[src/rtl/gray_dec_display.sv]
// rtl/gray_dec_display.sv - Gray-to-binary decoder with two-digit multiplexed 7-segment display
module gray_dec_display #(
    parameter int REFRESH_DIV    = 100000,
    parameter bit SEG_ACTIVE_LOW = 1'b1
) (
    input  logic       clk,
    input  logic       rst,
    input  logic [3:0] gray_in,
    input  logic       load,
    output logic [3:0] bin_out,
    output logic [3:0] dec_tens,
    output logic [3:0] dec_ones,
    output logic       valid,
    output logic [6:0] seg,
    output logic [1:0] an
);
    localparam int CW = $clog2(REFRESH_DIV);
    localparam logic [CW-1:0] CNT_MAX = CW'(REFRESH_DIV - 1);

    logic [3:0]    g_q, g_d;
    logic          s1_q, s1_d;
    logic [3:0]    bin_q, bin_d;
    logic [3:0]    tens_q, tens_d;
    logic [3:0]    ones_q, ones_d;
    logic          valid_q, valid_d;
    logic [CW-1:0] refresh_cnt_q, refresh_cnt_d;
    logic          sel_q, sel_d;

    logic [3:0] b;
    logic       ge10;

    always_comb begin
        b[3] = g_q[3];
        b[2] = b[3] ^ g_q[2];
        b[1] = b[2] ^ g_q[1];
        b[0] = b[1] ^ g_q[0];
        ge10 = (b >= 4'd10);

        g_d    = load ? gray_in : g_q;
        s1_d   = load;
        bin_d  = bin_q;
        tens_d = tens_q;
        ones_d = ones_q;
        valid_d = s1_q;
        // Stage 2 only advances behind a capture, so load=0 holds the data
        if (s1_q) begin
            bin_d  = b;
            tens_d = {3'b000, ge10};
            ones_d = b - (ge10 ? 4'd10 : 4'd0);
        end

        refresh_cnt_d = refresh_cnt_q + 1'b1;
        sel_d         = sel_q;
        if (refresh_cnt_q == CNT_MAX) begin
            refresh_cnt_d = '0;
            sel_d         = ~sel_q;
        end
    end

    always_ff @(posedge clk) begin
        if (rst) begin
            g_q           <= '0;
            s1_q          <= 1'b0;
            bin_q         <= '0;
            tens_q        <= '0;
            ones_q        <= '0;
            valid_q       <= 1'b0;
            refresh_cnt_q <= '0;
            sel_q         <= 1'b0;
        end else begin
            g_q           <= g_d;
            s1_q          <= s1_d;
            bin_q         <= bin_d;
            tens_q        <= tens_d;
            ones_q        <= ones_d;
            valid_q       <= valid_d;
            refresh_cnt_q <= refresh_cnt_d;
            sel_q         <= sel_d;
        end
    end

    logic [3:0] digit;
    logic [6:0] seg_lo;
    logic [1:0] an_lo;

    // Display is driven straight from the digit registers so it tracks them on the same edge
    always_comb begin
        digit = sel_q ? tens_q : ones_q;
        case (digit)
            4'd0:    seg_lo = 7'b1000000;
            4'd1:    seg_lo = 7'b1111001;
            4'd2:    seg_lo = 7'b0100100;
            4'd3:    seg_lo = 7'b0110000;
            4'd4:    seg_lo = 7'b0011001;
            4'd5:    seg_lo = 7'b0010010;
            4'd6:    seg_lo = 7'b0000010;
            4'd7:    seg_lo = 7'b1111000;
            4'd8:    seg_lo = 7'b0000000;
            4'd9:    seg_lo = 7'b0010000;
            default: seg_lo = 7'b1111111;
        endcase
        an_lo = sel_q ? 2'b01 : 2'b10;
        if (sel_q && (tens_q == 4'd0)) begin
            an_lo  = 2'b11;
            seg_lo = 7'b1111111;
        end
    end

    assign bin_out  = bin_q;
    assign dec_tens = tens_q;
    assign dec_ones = ones_q;
    assign valid    = valid_q;
    assign seg      = SEG_ACTIVE_LOW ? seg_lo : ~seg_lo;
    assign an       = SEG_ACTIVE_LOW ? an_lo : ~an_lo;
endmodule
[config.mk]
export PLATFORM = sky130hd
export DESIGN_NAME = gray_dec_display
export DESIGN_NICKNAME = d
export VERILOG_FILES = /design/src/rtl/gray_dec_display.sv
export SDC_FILE = /design/constraint.sdc
export NUM_CORES = 1
export LEC_CHECK = 0
export CAP_MARGIN = 20
export CORE_MARGIN = 4
export CORE_UTILIZATION = 45
export CTS_CLUSTER_DIAMETER = 50
export CTS_CLUSTER_SIZE = 16
export DETAILED_ROUTE_END_ITERATION = 16
export PLACE_DENSITY = 0.71
export SETUP_SLACK_MARGIN = 0.3
export SLEW_MARGIN = 20
export SYNTH_ARGS = -nofsm -noshare
export SYNTH_HDL_FRONTEND = slang
export SYNTH_SLANG_ARGS = --single-unit
[constraint.sdc]
create_clock -name clk -period 3.1 [get_ports clk]
set_input_delay 0.62 -clock clk [delete_from_list [all_inputs] [get_ports clk]]
set_output_delay 0.62 -clock clk [all_outputs]
set_load 0.01 [all_outputs]
=== Yosys cells after proc, flatten, opt, wreduce, memory -nomap -nowiden ===
Memories as Yosys holds them, arrays and structs flattened.
Cells that the tools add are included.

* Flip-flop bits (word level): 33
* Bits in read-only memories: 112
* Input bits: 7
* Output and inout port bits: 22
* Word-level logic and storage cells: 25
* Memories kept: 1

* $add $sub $neg: 2
* $lt $le $gt $ge: 1
* Equal/unequal tests: 1
* Mux-type cells: 5
* Bitwise operators: 4
* Reduce and logical (&&, ||, !) cells: 3

{| class="wikitable"
|+ Memories
! name !! depth !! bits a word !! read ports !! clocked after memory_dff !! write ports !! RTL line !! RTL
|-
| (no name shown) || 16 || 7 || 1 || 0 || 0 || 89 || <nowiki>case (digit)</nowiki>
|}

{| class="wikitable"
|+ Operator list
! operator !! count
|-
| $add A17 B1 Y17 const B || 1
|-
| $eq A17 B17 Y1 const B || 1
|-
| $mux W4 || 2
|-
| $mux W7 || 1
|-
| $ge A4 B4 Y1 const B || 1
|-
| $logic_not A4 Y1 || 1
|-
| $mux W2 || 2
|-
| $sub A4 B4 Y4 || 1
|-
| $xor A1 B1 Y1 || 3
|-
| $reduce_or A2 Y1 || 1
|-
| $logic_and A1 B1 Y1 || 1
|-
| $not A1 Y1 || 1
|}

=== Depth between registers and ports, before layout ===
Gate-level depths: netlist (run 1).

* Word-level depth: 6
* Mapped depth: 8
* Gate-level depth less buffers: 8

=== Worst setup path after synthesis (run 1) ===
Ideal clock, no wire load.

* Path kind: flip-flop to output port
* Start point: register sel_q
* End point: output port seg[6]
* Arrival: 1,616 ps
* Required time: 2,480 ps
* Setup slack: 864 ps
* Cell stages (with the launch flop): 8
* Buffers on the path: 1
* Cell sequence: dfxtp_1 > clkbuf_1 > mux2i_1 > inv_1 > ha_1 > a211oi_1 > a21o_1 > nand2_1

* Longest elaborated chain between the ends: 3
* Elaborated cells between the ends (all ways): 4
* Those cells by class: mux: 2; reduce/logical: 1; memory: 1

{| class="wikitable"
|+ Ends and longest elaborated chain
! element !! RTL line !! RTL
|-
| from (decl) || 27 || <nowiki>logic sel_q, sel_d;</nowiki>
|-
| from (signal assigned) || 78 || <nowiki>sel_q <= sel_d;</nowiki>
|-
| $mux W4 || 88 || <nowiki>digit = sel_q ? tens_q : ones_q;</nowiki>
|-
| $mem_v2 Z16 W7 || - ||
|-
| $mux W7 (*) || 103 || <nowiki>if (sel_q && (tens_q == 4'd0)) begin</nowiki>
|-
| to (decl) || 14 || <nowiki>output logic [6:0] seg,</nowiki>
|}

Mark *: on every way between the ends. The rest lies on a longest branch, timed or not.

=== Final worst setup path (run 1) ===
Same ends and word-level chain as after synthesis.

==> key figures, run 1 <==
Synth
  • Synth Warn #: 0
  • Syn Inst Count: 193
  • Synth cell types: 37
  • Yosys top cell area share: 38.0%
  • Number of flops mapped to enable cells by yosys: 0
  • Top FF cell, synth: dfxtp_1
  • Count leader, synth: nor2_1
  • Mapped Avg Cell Area: 8.75 µm²
  • Largest area contributor in the netlist: dfxtp_1
  • Top post-synthesis cells by area: dfxtp_1 (38%), nor2_1 (7.6%), mux2i_1 (7.1%)
  • Post-synth ARST share: 0%
  • Synth top cells by count: nor2_1 (34), dfxtp_1 (32), mux2i_1 (12), xnor2_1 (11)
  • Mapped Area: 0.00169 mm²
  • Post-synthesis register bit count: 32
  • Sequential share of the synthesized area: 38.0%

Detailed routing
  • Vias: 1384
  • Drc violations: 0
  • Routed Wire Length: 3.36 mm
  • Iter 0 DRT Violations: 59
  • DR pass1 iterations: 4
  • Avg Vias per Cell: 5.30
  • Remaining antenna violation count: 0
  • Mean routed wirelength per cell: 12.9 µm

Floorplan
  • # IOs: 29
  • Core Footprint: 0.00347 mm²
  • DIE AREA: 0.00479 mm²
  • Die width: 69.2 µm
  • Initial Util: 48.7%
  • Row cnt: 21
  • Die Y: 69.2 µm

STA
  • Period minus WS final: 2.70 ns
  • Clock Skews: 0.00625 ns
  • Endpoints failing setup: 0
  • RSZ-0062 raised after global routing: true
  • Final Cycle Share: 87.1%
  • Worst hold margin: 0.487 ns
  • Setup_tns: 0 ns
  • Final worst slack: 0.401 ns
  • Final slew viol count: 0
  • Peak Freq: 370 MHz
  • Slew @ Worst Pin: 0.612 ns
  • Final hold violation count: 0
  • Rel. slew slack: 59.2%

Clock tree
  • Root Buffer Master: clkbuf_8
  • H-tree Lvls: 2
  • Clk buf depth: 2
  • Reg clk slew, reported paths: 0.06 ns
  • Cts bufs inserted: 5
  • Sink Count: 32
  • CTS tree: done
  • Worst-Skew Late Latency: 0.27 ns

Power and ir drop
  • Tot Pwr: 0.876 mW
  • Peak supply drop: 304 µV
  • PwrDens: 427 mW/mm²
  • P_leak: 0.797 nW

Critical path
  • CP Capture Type: output port
  • CP max FO: 6
  • CP Launch Type: register
  • R2r setup slk: 1.06 ns
  • CP max stage delay: 0.47 ns
  • CP Class: register to output port
  • Crit path cell chain: mux2i_4 -> inv_1 -> ha_1 -> a211oi_1 -> a21o_1 -> nand2_1 -> clkdlybuf4s50_1
  • Buffers & Inverters on Critical Path: 2
  • Data required time at the worst endpoint: 2.48 ns
  • Top Family by Delay on Critical Path: buffers and inverters
  • Critical Path AT: 2.08 ns
  • Slowest CP cell: clkdlybuf4s50_1

Layout
  • Final Core Density: 59.1%
  • ANT cells: 0
  • Filler Cells Inserted: 330
  • Register area: 646 µm²
  • Area occupied by multi-input gates: 966 µm²
  • Area delta synth->final: 21.4%
  • Final #Nets: 231
  • Share of layout cells above drive strength 1: 9.77%

Outcome
  • Status: complete, no violations

Job
  • Max Cap Viol: 0

Placed design
  • I/O Buffers: 25
  • Post-DP HPWL: 2.38 mm
  • Worst slack at placement: 0.332 ns
  • GPL Wtd Cong: 0.775

Global route
  • Largest net degree at the start of global routing: 19
  • GRT Total Usage: 14.0%
  • First-pass GRT wire length: 5.62 mm
  • Antenna violations before repair: 0
  • Vias in the first global route: 1303
  • Grt ovf: 0

Min path
  • HP Class: register to register
[cell families (layout without fill, tap and decap cells)]
group | count (synthesis) | count (layout) | synth area share, %
AOI/OAI and AO/OA | 21 | 21 | 8.15
xor gates and xnor gates | 17 | 17 | 8.82
adders and majority gates | 9 | 9 | 6.67
buffers and inverters | 22 | 42 | 6.60
DFF | 32 | 32 | 38.0
muxes | 13 | 13 | 7.78
other | 1 | 3 | 0.222
and+or+nand+nor | 78 | 78 | 23.8
[per-layer routing]
metal,vias up,track usage (%),routed length (µm)
li1,696,-,-
met1,654,15.9,1500
met2,29,25.1,1690
met3,5,2.90,124
met4,0,5.86,53
met5,-,0,0
[through the flow]
| step | instances | cell area [µm²] |
|---|---|---|
| after detailed placement | 251 | 1920 |
| final | 261 | 2050 |
| after global routing | 261 | 2050 |
| after floorplan | 195 | 1700 |
| after global placement | 251 | 1920 |
| after CTS | 258 | 2020 |
[registers in the layout, indices dropped and copies added, names as in the netlist]
signal,cells
bin_out,4
dec_ones,3
dec_tens,1
g_q,4
refresh_cnt_q,17
s1_q,1
sel_q,1
valid,1
[cells in the final DEF (no fill, tap or decap), types with 2 or more instances in the layout]
| cell type | Yosys | final |
|---|---|---|
| a211oi_1 | 4 | 4 |
| a21oi_1 | 5 | 5 |
| and3_1 | 2 | 2 |
| buf_4 | 5 | 3 |
| clkbuf_8 | 0 | 5 |
| clkdlybuf4s50_1 | 0 | 24 |
| conb_1 | 1 | 3 |
| dfxtp_1 | 32 | 30 |
| ha_1 | 9 | 9 |
| inv_1 | 6 | 6 |
| mux2i_1 | 12 | 11 |
| nand2_1 | 7 | 7 |
| nand3_1 | 6 | 6 |
| nand4_1 | 9 | 9 |
| nor2_1 | 34 | 33 |
| nor2b_1 | 5 | 4 |
| nor3_1 | 2 | 2 |
| nor4_1 | 4 | 4 |
| nor4_2 | 2 | 2 |
| o21ai_0 | 6 | 6 |
| xnor2_1 | 11 | 11 |
| xor2_1 | 6 | 6 |
[worst register-to-register path, delay by kind of cell, from the launching register on]
| family | cells | cell delay (ns) |
|---|---|---|
| fa+ha+maj | 2 | 0.56 |
| mux | 1 | 0.27 |
| xor+xnor | 1 | 0.35 |
| flops | 1 | 0.44 |
| compound gates | 2 | 0.33 |
[report_power, final]
| part | internal [mW] | switching [mW] | leakage, nW |
|---|---|---|---|
| sequential | 0.424 | 0.0199 | 0.262 |
| combinational | 0.0789 | 0.0655 | 0.494 |
| clock | 0.152 | 0.135 | 0.0410 |
| total | 0.655 | 0.220 | 0.797 |
[final timing paths]
check	from	depth (start not counted)	to
worst min register to register	bin_out[2]	2	bin_out[2]
worst max register to register	g_q[3]	6	dec_ones[1]
worst min-delay path	bin_out[2]	2	bin_out[2]
worst max-delay path	sel_q	7	seg[6]
[cell type report]
class                           count  share of cell area [%]
Sequential cell                    32                    31.5
Multi-Input combinational cell    141                    47.1
Inverter                            6                    1.10
Clock buffer                        6                    3.54
Timing Repair Buffer               29                    13.7
Clock inverter                      1                   0.244
Tap cell                           46                    2.81
[what timing repair did]
item / in CTS / in global routing
gates resized for setup: 5 / 5
setup endpoints to repair: 6 / 4
hold endpoints to repair: 0 / 0
hold buffers: 0 / 0
setup buffers: 0 / 3
No activity file was read; power rests on OpenSTA's default activity.
==> run 2, diff against run 1 <==
CORE_MARGIN = 3   (was 4)
GPL_ROUTABILITY_DRIVEN = 0   (was unset)
==> key figures, run 2 (same netlist as run 1, synthesis figures left out) <==
Outcome
  • Status: complete, no violations (unchanged)

Placed design
  • Inst Count DP: 251 (unchanged)
  • Post-DP HPWL: 2.36 mm (was 2.38 mm)
  • I/O Buffers: 25 (unchanged)
  • Post-DP Area: 0.00192 mm² (unchanged)
  • Worst slack at placement: 0.272 ns (was 0.332 ns)

Clock tree
  • Worst-Skew Late Latency: 0.28 ns (was 0.27 ns)
  • CTS tree: done (unchanged)
  • Clk buf depth: 2 (unchanged)
  • CTS Hold Bufs: 0 (unchanged)
  • Sink Count: 32 (unchanged)
  • Cts bufs inserted: 5 (unchanged)
  • H-tree Lvls: 2 (unchanged)
  • Root Buffer Master: clkbuf_8 (unchanged)
  • Reg clk slew, reported paths: 0.06 ns (about the same)

Global route
  • Grt ovf: 0 (unchanged)
  • GRT Total Usage: 16.5% (was 14.0%)
  • First-pass GRT wire length: 5.69 mm (was 5.62 mm)
  • Largest net degree at the start of global routing: 19 (unchanged)
  • Vias in the first global route: 1279 (was 1303)
  • Antenna violations before repair: 0 (unchanged)

Min path
  • HP Class: register to register (unchanged)
  • Hold path cells: 2 (unchanged)
  • Hold path start: bin_out[2] (unchanged)

STA
  • Final slew viol count: 0 (unchanged)
  • Peak Freq: 359 MHz (was 370 MHz)
  • Final hold violation count: 0 (unchanged)
  • Rel. slew slack: 61.2% (was 59.2%)
  • Setup_tns: 0 ns (unchanged)
  • RSZ-0062 raised after global routing: true (unchanged)
  • Clock Skews: 0.00425 ns (was 0.00625 ns)
  • Endpoints failing setup: 0 (unchanged)
  • Period minus WS final: 2.78 ns (was 2.70 ns)
  • Final worst slack: 0.318 ns (was 0.401 ns)
  • Final Cycle Share: 89.7% (was 87.1%)
  • Slew @ Worst Pin: 0.581 ns (was 0.612 ns)
  • Worst hold margin: 0.483 ns (was 0.487 ns)

Layout
  • Commonest non-fill, non-tap cell in the layout: nor2_1 (unchanged)
  • ANT cells: 0 (unchanged)
  • Share of layout cells above drive strength 1: 10.6% (was 9.77%)
  • Register area: 646 µm² (unchanged)
  • Filler Cells Inserted: 304 (was 330)
  • Max reg flops: 17 (unchanged)
  • Final #Nets: 232 (was 231)
  • Area delta synth->final: 23.4% (was 21.4%)
  • Area occupied by multi-input gates: 972 µm² (was 966 µm²)
  • Largest Register: refresh_cnt_q (unchanged)
  • Commonest non-fill, non-tap cells in the layout: nor2_1 (34), dfxtp_1 (30), clkdlybuf4s50_1 (22), xnor2_1 (11), mux2i_1 (11) (was nor2_1 (33), dfxtp_1 (30), clkdlybuf4s50_1 (24), xnor2_1 (11), mux2i_1 (11))
  • Final instance area: 0.00208 mm² (was 0.00205 mm²)
  • Final Core Density: 60.1% (was 59.1%)
  • Fin cells: 263 (was 261)

Critical path
  • Critical Path AT: 2.16 ns (was 2.08 ns)
  • CP max stage delay: 0.57 ns (was 0.47 ns)
  • Slowest CP cell: clkdlybuf4s50_1 (unchanged)
  • CP max FO: 4 (was 6)
  • Buffers & Inverters on Critical Path: 2 (unchanged)
  • Worst r2r src: g_q[3] (unchanged)
  • CP Class: register to output port (unchanged)
  • Top Family by Delay on Critical Path: buffers and inverters (unchanged)
  • CP Capture Type: output port (unchanged)
  • Data required time at the worst endpoint: 2.48 ns (about the same)
  • Crit path cell chain: nor2b_4 -> inv_1 -> ha_1 -> nor2_1 -> a21oi_1 -> o221ai_1 -> clkdlybuf4s50_1 (was mux2i_4 -> inv_1 -> ha_1 -> a211oi_1 -> a21o_1 -> nand2_1 -> clkdlybuf4s50_1)
  • CP Launch Type: register (unchanged)
  • Critical path depth in cells: 7 (unchanged)
  • Reg2Reg Depth: 6 (unchanged)
  • Crit. Startpoint: dec_ones[1] (was sel_q)

Detailed routing
  • Iter 0 DRT Violations: 45 (was 59)
  • Remaining antenna violation count: 0 (unchanged)
  • Drc violations: 0 (unchanged)
  • Mean routed wirelength per cell: 13.2 µm (was 12.9 µm)
  • DR pass1 iterations: 4 (unchanged)
  • Routed Wire Length: 3.47 mm (was 3.36 mm)
  • Avg Vias per Cell: 5.27 (was 5.30)
  • Vias: 1387 (was 1384)

Power and ir drop
  • PwrDens: 440 mW/mm² (was 427 mW/mm²)
  • Peak supply drop: 380 µV (was 304 µV)
  • Tot Pwr: 0.917 mW (was 0.876 mW)
  • P_leak: 0.831 nW (was 0.797 nW)

Floorplan
  • Die Y: 67.2 µm (was 69.2 µm)
  • Core Footprint: 0.00347 mm² (unchanged)
  • DIE AREA: 0.00452 mm² (was 0.00479 mm²)
  • Initial Util: 48.7% (unchanged)
  • Die width: 67.2 µm (was 69.2 µm)
  • Row cnt: 21 (unchanged)
  • # IOs: 29 (unchanged)

Job
  • Max Cap Viol: 0 (unchanged)
[run 2: cell type report]
cell class                 count  area share [%]
multi-input combinational    141            46.7
clock buffer                   8            4.32
timing repair buffer          30            14.2
sequential                    32            31.0
tap                           46            2.76
inverter                       6            1.08
[run 2: what timing repair did]
action | CTS | global route
hold endpoints to repair | 0 | 0
endpoints found under the setup margin | 7 | 5
gates cloned | 0 | 0
resized for setup | 5 | 7
setup buffers | 2 | 2
[run 2: tightest hold or removal path, cell delays in order, from the launching register on]
cell and delay (ns):
dfxtp_1 0.31, nor2_1 0.08, a211oi_1 0.05
[run 2: power breakdown]
part	internal, mW	switching [mW]	total [mW]	leakage [nW]
Clock	0.181	0.143	0.324	0.0455
Combinational	0.0803	0.0687	0.149	0.524
Sequential	0.424	0.0197	0.444	0.262
[run 2: layer usage]
layer  wire (µm)  vias up  GRT usage, %  part of all wire, %
li1            -      697             -                    -
met1        1550      643          19.0                   45
met2        1650       38          27.2                   48
met3         175        9          5.49                  5.1
met4          83        0          8.61                  2.4
met5           0        -             0                    0
[run 2: final timing paths]
path / slack (ns) / endpoint
setup reg to reg: 1.08 / dec_ones[1]
hold / removal: 0.48 / bin_out[2]
setup / recovery: 0.32 / seg[5]
hold reg to reg: 0.48 / bin_out[2]
